$ cat src/rtl/hsi_pkg.sv
// Shared definitions for the HSI master receive scheduler: FSM states,
// error-vector width, retry default and line encodings.
package hsi_pkg;

    typedef enum logic [1:0] {
        ST_IDLE,
        ST_WAIT_START,
        ST_RECEIVE,
        ST_CHECK
    } rx_state_t;

    localparam int RX_ERR_W      = 6;
    localparam int RETRY_MAX_DEF = 3;

    localparam logic LINE_DAT1 = 1'b1;
    localparam logic LINE_DAT2 = 1'b0;

    // Line error statistics stick at full scale instead of wrapping.
    function automatic logic [7:0] sat_inc(input logic [7:0] value);
        return (value == 8'hFF) ? value : value + 8'd1;
    endfunction

endpackage

$ cat src/rtl/hsi_rx_timer.sv
// Loadable bit-rate down-counter used for the start-bit and frame-end windows.
// expired flags the tick on which the count reaches (or already sits at) zero.
module hsi_rx_timer #(
    parameter int W = 16
) (
    input  logic         clk,
    input  logic         n_rst,
    input  logic         clk_en,
    input  logic         load,
    input  logic [W-1:0] load_val,
    output logic         expired
);

    logic [W-1:0] count;

    always_ff @(posedge clk or negedge n_rst) begin
        if (!n_rst) begin
            count <= '0;
        end else if (load) begin
            count <= load_val;
        end else if (clk_en && (count != '0)) begin
            count <= count - W'(1);
        end
    end

    // A count of 1 hits zero on this tick; a count of 0 means the window was empty.
    assign expired = clk_en && (count <= W'(1));

endmodule

$ cat src/rtl/hsi_m_rx_sched.sv
// Receive-side transaction scheduler: supervises the response window after each
// request, checks the error vector, fails over between dat1/dat2 and bounds retries.
module hsi_m_rx_sched
    import hsi_pkg::*;
#(
    parameter int RETRY_MAX = RETRY_MAX_DEF,
    parameter int TMO_W     = 16
) (
    input  logic                clk,
    input  logic                n_rst,
    input  logic                clk_en,
    input  logic                tx_done,
    input  logic [TMO_W-1:0]    tmo_start,
    input  logic [TMO_W-1:0]    tmo_frame,
    input  logic                rx_start_bit_accepted,
    input  logic                rx_frame_end,
    input  logic [RX_ERR_W-1:0] rx_errs,
    input  logic                stat_clr,
    output logic                dat_src,
    output logic                dpr_repeat_req,
    output logic                rst_service_req_ctrl,
    output logic                xfer_ok,
    output logic                xfer_fail,
    output logic                busy,
    output logic [2:0]          retry_cnt,
    output logic [7:0]          err_cnt1,
    output logic [7:0]          err_cnt2
);

    rx_state_t        state, state_nx;
    logic [2:0]       retry_nx;
    logic             dat_src_nx;
    logic             ok_nx, fail_nx, dpr_nx, rsr_nx;
    logic             err_event;
    logic             tmr_load, tmr_expired;
    logic [TMO_W-1:0] tmr_val;

    hsi_rx_timer #(.W(TMO_W)) u_timer (
        .clk      (clk),
        .n_rst    (n_rst),
        .clk_en   (clk_en),
        .load     (tmr_load),
        .load_val (tmr_val),
        .expired  (tmr_expired)
    );

    always_ff @(posedge clk or negedge n_rst) begin
        if (!n_rst) begin
            state                <= ST_IDLE;
            retry_cnt            <= '0;
            dat_src              <= LINE_DAT1;
            xfer_ok              <= 1'b0;
            xfer_fail            <= 1'b0;
            dpr_repeat_req       <= 1'b0;
            rst_service_req_ctrl <= 1'b0;
            busy                 <= 1'b0;
        end else begin
            state                <= state_nx;
            retry_cnt            <= retry_nx;
            dat_src              <= dat_src_nx;
            xfer_ok              <= ok_nx;
            xfer_fail            <= fail_nx;
            dpr_repeat_req       <= dpr_nx;
            rst_service_req_ctrl <= rsr_nx;
            busy                 <= (state_nx != ST_IDLE);
        end
    end

    // A new tx_done always restarts the window, even mid-response, and is not an error.
    always_comb begin
        state_nx   = state;
        retry_nx   = retry_cnt;
        dat_src_nx = dat_src;
        ok_nx      = 1'b0;
        fail_nx    = 1'b0;
        dpr_nx     = 1'b0;
        rsr_nx     = 1'b0;
        err_event  = 1'b0;
        tmr_load   = 1'b0;
        tmr_val    = tmo_start;

        if (tx_done) begin
            tmr_load = 1'b1;
            tmr_val  = tmo_start;
            rsr_nx   = 1'b1;
            state_nx = ST_WAIT_START;
        end else begin
            case (state)
                ST_WAIT_START: begin
                    if (rx_start_bit_accepted) begin
                        tmr_load = 1'b1;
                        tmr_val  = tmo_frame;
                        state_nx = ST_RECEIVE;
                    end else if (tmr_expired) begin
                        err_event = 1'b1;
                    end
                end
                ST_RECEIVE: begin
                    if (rx_frame_end) begin
                        state_nx = ST_CHECK;
                    end else if (tmr_expired) begin
                        err_event = 1'b1;
                    end
                end
                ST_CHECK: begin
                    if (rx_errs == '0) begin
                        ok_nx    = 1'b1;
                        retry_nx = '0;
                        state_nx = ST_IDLE;
                    end else begin
                        err_event = 1'b1;
                    end
                end
                default: begin
                end
            endcase
        end

        // Retry on the other line until the budget is spent, then give up on this line.
        if (err_event) begin
            state_nx = ST_IDLE;
            if (retry_cnt < 3'(RETRY_MAX)) begin
                retry_nx   = retry_cnt + 3'd1;
                dat_src_nx = ~dat_src;
                dpr_nx     = 1'b1;
            end else begin
                retry_nx = '0;
                fail_nx  = 1'b1;
            end
        end
    end

    always_ff @(posedge clk or negedge n_rst) begin
        if (!n_rst) begin
            err_cnt1 <= '0;
            err_cnt2 <= '0;
        end else if (stat_clr) begin
            err_cnt1 <= '0;
            err_cnt2 <= '0;
        end else if (err_event) begin
            if (dat_src == LINE_DAT1) begin
                err_cnt1 <= sat_inc(err_cnt1);
            end else begin
                err_cnt2 <= sat_inc(err_cnt2);
            end
        end
    end

endmodule

$ cat config.mk
export PLATFORM = sky130hd
export DESIGN_NAME = hsi_m_rx_sched
export DESIGN_NICKNAME = d
export VERILOG_FILES = /design/src/rtl/hsi_pkg.sv /design/src/rtl/hsi_rx_timer.sv /design/src/rtl/hsi_m_rx_sched.sv
export SDC_FILE = /design/constraint.sdc
export NUM_CORES = 1
export LEC_CHECK = 0
export CORE_UTILIZATION = 51
export CTS_BUF_LIST = sky130_fd_sc_hd__clkbuf_8
export DETAILED_ROUTE_END_ITERATION = 12
export GPL_TIMING_DRIVEN = 0
export PLACE_DENSITY = 0.79
export SKIP_CTS_REPAIR_TIMING = 1
export SLEW_MARGIN = 20
export SYNTH_ARGS = -nofsm -noshare
export SYNTH_HDL_FRONTEND = slang
export SYNTH_SLANG_ARGS = --single-unit
$ cat constraint.sdc
create_clock -name clk -period 2.7 [get_ports clk]
set_clock_uncertainty 0.15 [all_clocks]
set_input_delay 0.27 -clock clk [delete_from_list [all_inputs] [get_ports clk]]
set_output_delay 0.27 -clock clk [all_outputs]
set_load 0.03 [all_outputs]
======== Word level (Yosys, flattened, before mapping) ========
Cells that the tools add are included.
cells by class
  muxes and demuxes ....................... 41
  reductions and logical operators ........ 14
  add/sub/neg operators ................... 4
  equal/unequal tests ..................... 9
  bitwise gates (word level) .............. 1
  magnitude comparators ................... 2
operators with widths
  operator               count
  $mux 16                5
  $mux 8                 8
  $add 8x1->8 const B    2
  $eq 8x8->1 const B     2
  $le 16x1->1 const B    1
  $mux 1                 16
  $reduce_bool 16->1     1
  $sub 16x1->16 const B  1
  $mux 3                 5
  $reduce_bool 2->1      6
  $mux 2                 5
  $reduce_and 3->1       3
  $logic_not 6->1        1
  $ne 2x2->1 const B     3
  $pmux 2 s3             1
  $eq 2x2->1 const B     2
  $add 3x1->3 const B    1
  $lt 3x2->1 const B     1
  $pmux 1 s3             1
  $eq 2x1->1 const B     1
  $logic_and 1x1->1      2
  $ne 2x1->1 const B     1
  $reduce_and 2->1       1
  $not 1->1              1
word-level totals
  output and inout bits ................... 25
  register bits ........................... 43

======== Depth between registers and ports, before layout ========
  word-level depth ........................ 8
  depth in mapped cells ................... 7
  mapped depth without buffers ............ 7

======== By module ========
Synthesis repeated with hierarchy kept, for this count alone.
second synthesis, totals
  cell total of the unflattened synthesis .. 273
  area total of the unflattened synthesis .. 2590.0 µm²
by module, submodules not included
  module          area an instance (µm²)  cells each  seq. area each (µm²)  times used
  hsi_m_rx_sched  1525.2                  143         676.9                 1
  hsi_rx_timer    1064.8                  130         400.4                 1

======== Worst setup path after synthesis ========
Ideal clock, no wire load.
  kind .................................... reg2reg
  from .................................... register u_timer.count[11]
  to ...................................... register err_cnt1[3]
  library setup time ...................... 0.125 ns
  slack ................................... 0.516 ns
  data required time ...................... 2.425 ns
  arrival ................................. 1.909 ns
  path buffers ............................ 2
  stages on the path, launching flop included .. 8
  cell sequence ........................... dfrtp_1 > nor4_2 > and4_1 > buf_6 > a32oi_4 > buf_6 > nor3_1 > mux2_2
on the way
  longest elaborated chain between the ends .. 8
  elaborated cells between the ends (all ways) .. 9
  classes of those cells .................. order compare (1); mux (5); reduce/logical (3)
ends and longest elaborated chain
  item                           line                                         text
  start: declaration             hsi_rx_timer.sv:14                           logic [W-1:0] count;
  start signal: assignment       hsi_rx_timer.sv:20                           count <= load_val;
  start signal: assignment       hsi_rx_timer.sv:22                           count <= count - W'(1);
  $le 16x1->1 *                  hsi_rx_timer.sv:27                           assign expired = clk_en && (count <= W'(1));
  $logic_and 1x1->1 *            hsi_rx_timer.sv:27
  $mux 1 *                       hsi_m_rx_sched.sv:94, hsi_m_rx_sched.sv:101
  $mux 1 (on tied branches)      hsi_m_rx_sched.sv:99, hsi_m_rx_sched.sv:90
  $pmux 1 s3 *                   hsi_m_rx_sched.sv:88                         case (state)
  $mux 1 *                       hsi_m_rx_sched.sv:82                         if (tx_done) begin
  $reduce_bool 2->1 (no line) *  --
  $reduce_and 3->1 (no line) *   --
  end signal: assignment         hsi_m_rx_sched.sv:142                        err_cnt1 <= sat_inc(err_cnt1);
  end: declaration               hsi_m_rx_sched.sv:26                         output logic [7:0] err_cnt1,
Mark *: on every way between the ends. The rest lies on a longest branch, timed or not.
A chain may end at the register's enable or synchronous reset.

======== Worst setup path in the final report ========
  from .................................... register u_timer.count[0]
  to ...................................... register u_timer.count[10]
on the way
  longest elaborated chain between the ends .. 3
  elaborated cells between the ends (all ways) .. 6
  classes of those cells .................. add/sub (1); mux (2); reduce/logical (3)
ends and longest elaborated chain
  item                                                 line                                    text
  $sub 16x1->16 or $reduce_bool 16->1 (tied branches)  hsi_rx_timer.sv:22, hsi_rx_timer.sv:21
  $mux 16 or $logic_and 1x1->1 (tied branches)         hsi_rx_timer.sv:21                      end else if (clk_en && (count != '0)) begin
  $mux 16 or $reduce_bool 2->1 (tied branches)         --
Several ways; a longest one is shown, not always the timed one. The select of a mux whose other input is x is not followed.

==> results.toml <==
[run_status]
status = "finished, final reports clean"

[grt]
grt-ovfl-total = 0
antenna_found_initial = 0
met2_usage_pct = 46.0
met3_usage_pct = 5.28
busiest_layer = "met2"
grt_pass1_vias = 2418
grtUsageTotal_pct = 28.1
grt_first_pass_wirelength_um = 11700
grt_start_max_net_pins = 33
grt.met1_usage_pct = 37.3

[clock_network]
tritoncts = "yes"
clkLatencyLatePin_ns = 0.30
h-tree-depth = 2
cts.path.max_buffers = 2
cts_sinks = 43
cts_made_buffers = 5
cts_root_buffer = "clkbuf_8"
cts.clk_slew.worst_paths_ns = 0.09

[power_and_ir_drop]
power_density_nw_per_um2 = 537
power.share.sequential_pct = 41.6
power.switching_mw = 0.617
pwr-share-comb_pct = 27.8
p_int_mw = 1.33
peakVddDrop_v = 0.000297
p_leak_nw = 1.43
sw_frac_of_total_pct = 31.7
clkPwrFrac_pct = 30.6

[yosys]
synth_common_cells = "dfrtp_1, nand2_1, a21oi_1"
yosysUniqueCellTypes = 57
syn_nets = 347
synth-main-ff-cell = "dfrtp_1"
avgSynthCellArea_um2 = 9.03
yosysWarnings = 0
syn_inst = 297
synth_area_leader_cell = "dfrtp_1"
seq_area_frac_synth_pct = 40.2
synth.top_cell.area_share_pct = 39.2
synthTopCellsByArea = "dfrtp_1, a21oi_1, nand2_1"
ys_async_sr_fraction_pct = 100
synth_edf_count = 0
syn-cell-area_um2 = 2680
yosysMostFrequentCell = "dfrtp_1"
ys_ff_latch = 43

[detailed_routing]
route.vias.total = 2704
post_drt_wl_per_cell_um = 16.6
routed_wl_um = 7390
viasPerCell = 6.06
antenna_left = 0
drtPass1Iterations = 5
drc = 0
drtIter0Drc = 243

[timing]
slew_headroom_pct = 42.0
worstMarginPinSlew_ns = 0.863
fin_crit_sh_pct = 93.4
setup_ws_ns = 0.177
holdWs_ns = 0.257
hold_viol_final = 0
rsz0062_at_grt = "false"
fmax_ghz = 0.396
setup_viol = 0
setup_tns_ns = 0
slew_viol_final = 0
min_period_ns = 2.52

[floorplanning]
die_h_um = 74.5
start_util_pct = 52.9
ioPinCount = 70
fp.coreArea_um2 = 5070
dieArea_um2 = 5550
die_x_um = 74.5
rows = 26

[setup_path]
cp-start-kind = "flop"
reg2reg_depth = 7
critical_path.max_fanout = 6
cpPeakStageDelay_ns = 0.46
r2r_slack_ns = 0.18
cp_cell_sequence = "inv_1, ha_1, nor3b_2, and2_1, nor2b_1, a21oi_1, a211o_1"
critical-path-top-delay-family = "simple AND/OR/NAND/NOR gates"
r2r-start = "u_timer.count[0]"
worstSetupPathType = "flop to flop"
cp_num_buf_inv = 1
required_ns = 2.74
r2r-end = "u_timer.count[10]"
crit_path_end_kind = "flop"
cp_slowest_cell = "dfrtp_1"
arrival_ns = 2.56

[placement]
post-place-ws_ns = -0.0380
gp_congestion = 0.859
place_inst = 437
dp_hpwl_um = 5200
place_area_um2 = 3480
numPortBuffers = 69

[flow_run]
cap_violations = 0

[final_layout]
fin_area_um2 = 3630
drive_above_1_share_pct = 9.84
area_delta_synth_final_pct = 35.2
instances_no_fill = 446
diodes = 0
fill_cells = 437
final_net_count = 425

[hold_path]
hold_class = "primary input to async pin"
worst max path at each step:
stage / start / slack [ns] / endpoint / cells past startpoint
6_report: u_timer.count[0] / 0.18 / u_timer.count[10] / 7
3_5_place_dp: rx_start_bit_accepted / -0.04 / u_timer.count[11] / 7
4_1_cts: u_timer.count[0] / 0.04 / u_timer.count[10] / 7
3_3_place_gp: rx_start_bit_accepted / -0.03 / u_timer.count[11] / 7
5_1_grt: u_timer.count[0] / 0.03 / err_cnt1[7] / 7
2_1_floorplan: u_timer.count[11] / 0.52 / err_cnt1[3] / 7
cells by family after synthesis:
logic type | Yosys count | share of synthesized area (%)
muxes | 11 | 4.48
and+or+nand+nor | 130 | 27.0
adders and majority gates | 5 | 2.33
DFF | 43 | 40.2
xor gates and xnor gates | 1 | 0.327
buffers and inverters | 24 | 4.10
AOI/OAI and AO/OA | 83 | 21.6
metrics by stage:
stage,power (mW),util [%]
floorplan,1.12,-
global placement,1.33,68.2
detailed placement,1.35,68.5
CTS,1.95,71.1
global route,2.04,71.4
finish,1.95,71.4
cell usage in the layout, fill, tap and decap left out, drive strengths merged, types with 4 or more instances in the layout:
| cell | count |
|---|---|
| nor2 | 18 |
| nor4 | 7 |
| nand3 | 13 |
| nand2b | 6 |
| dfrtp | 42 |
| buf | 7 |
| clkdlybuf4s50 | 68 |
| ha | 5 |
| nor2b | 8 |
| o221a | 4 |
| inv | 9 |
| nor3b | 7 |
| a32o | 4 |
| nor3 | 9 |
| nand4 | 5 |
| o21ai | 19 |
| nand2 | 29 |
| or4 | 6 |
| a21oi | 23 |
| and3 | 4 |
| clkbuf | 16 |
| mux2 | 8 |
| o31ai | 6 |
| or3 | 6 |
power groups by stage:
stage | Clock, mW | Sequential (mW) | Combinational [mW]
floorplan | 0 | 0.859 | 0.259
global placement | 0 | 0.816 | 0.518
detailed placement | 0 | 0.818 | 0.532
CTS | 0.607 | 0.806 | 0.535
global route | 0.630 | 0.821 | 0.588
finish | 0.597 | 0.810 | 0.541
layer usage:
layer | vias up | part of all wire, %
met3 | 14 | 7.4
met2 | 125 | 47
met4 | 0 | 1.8
li1 | 1268 | -
met5 | - | 0
met1 | 1297 | 44
sequential cells by signal, indices dropped and copies added (netlist names):
register and flops:
u_timer.count 16, err_cnt1 8, err_cnt2 8, retry_cnt 3, state 2, busy 1, dat_src 1, dpr_repeat_req 1
rst_service_req_ctrl 1, xfer_fail 1, xfer_ok 1
layout make-up:
class	count	area, um^2	area share (%)
clock inverter	3	63.8	1.76
inverter	8	30.0	0.828
multi-input combinational	230	1500	41.4
sequential	43	1080	29.7
tap	70	87.6	2.42
clock buffer	5	68.8	1.90
timing repair buffer	71	716	19.7
buffer	16	80.1	2.21
(Power assumes the default switching activity.)
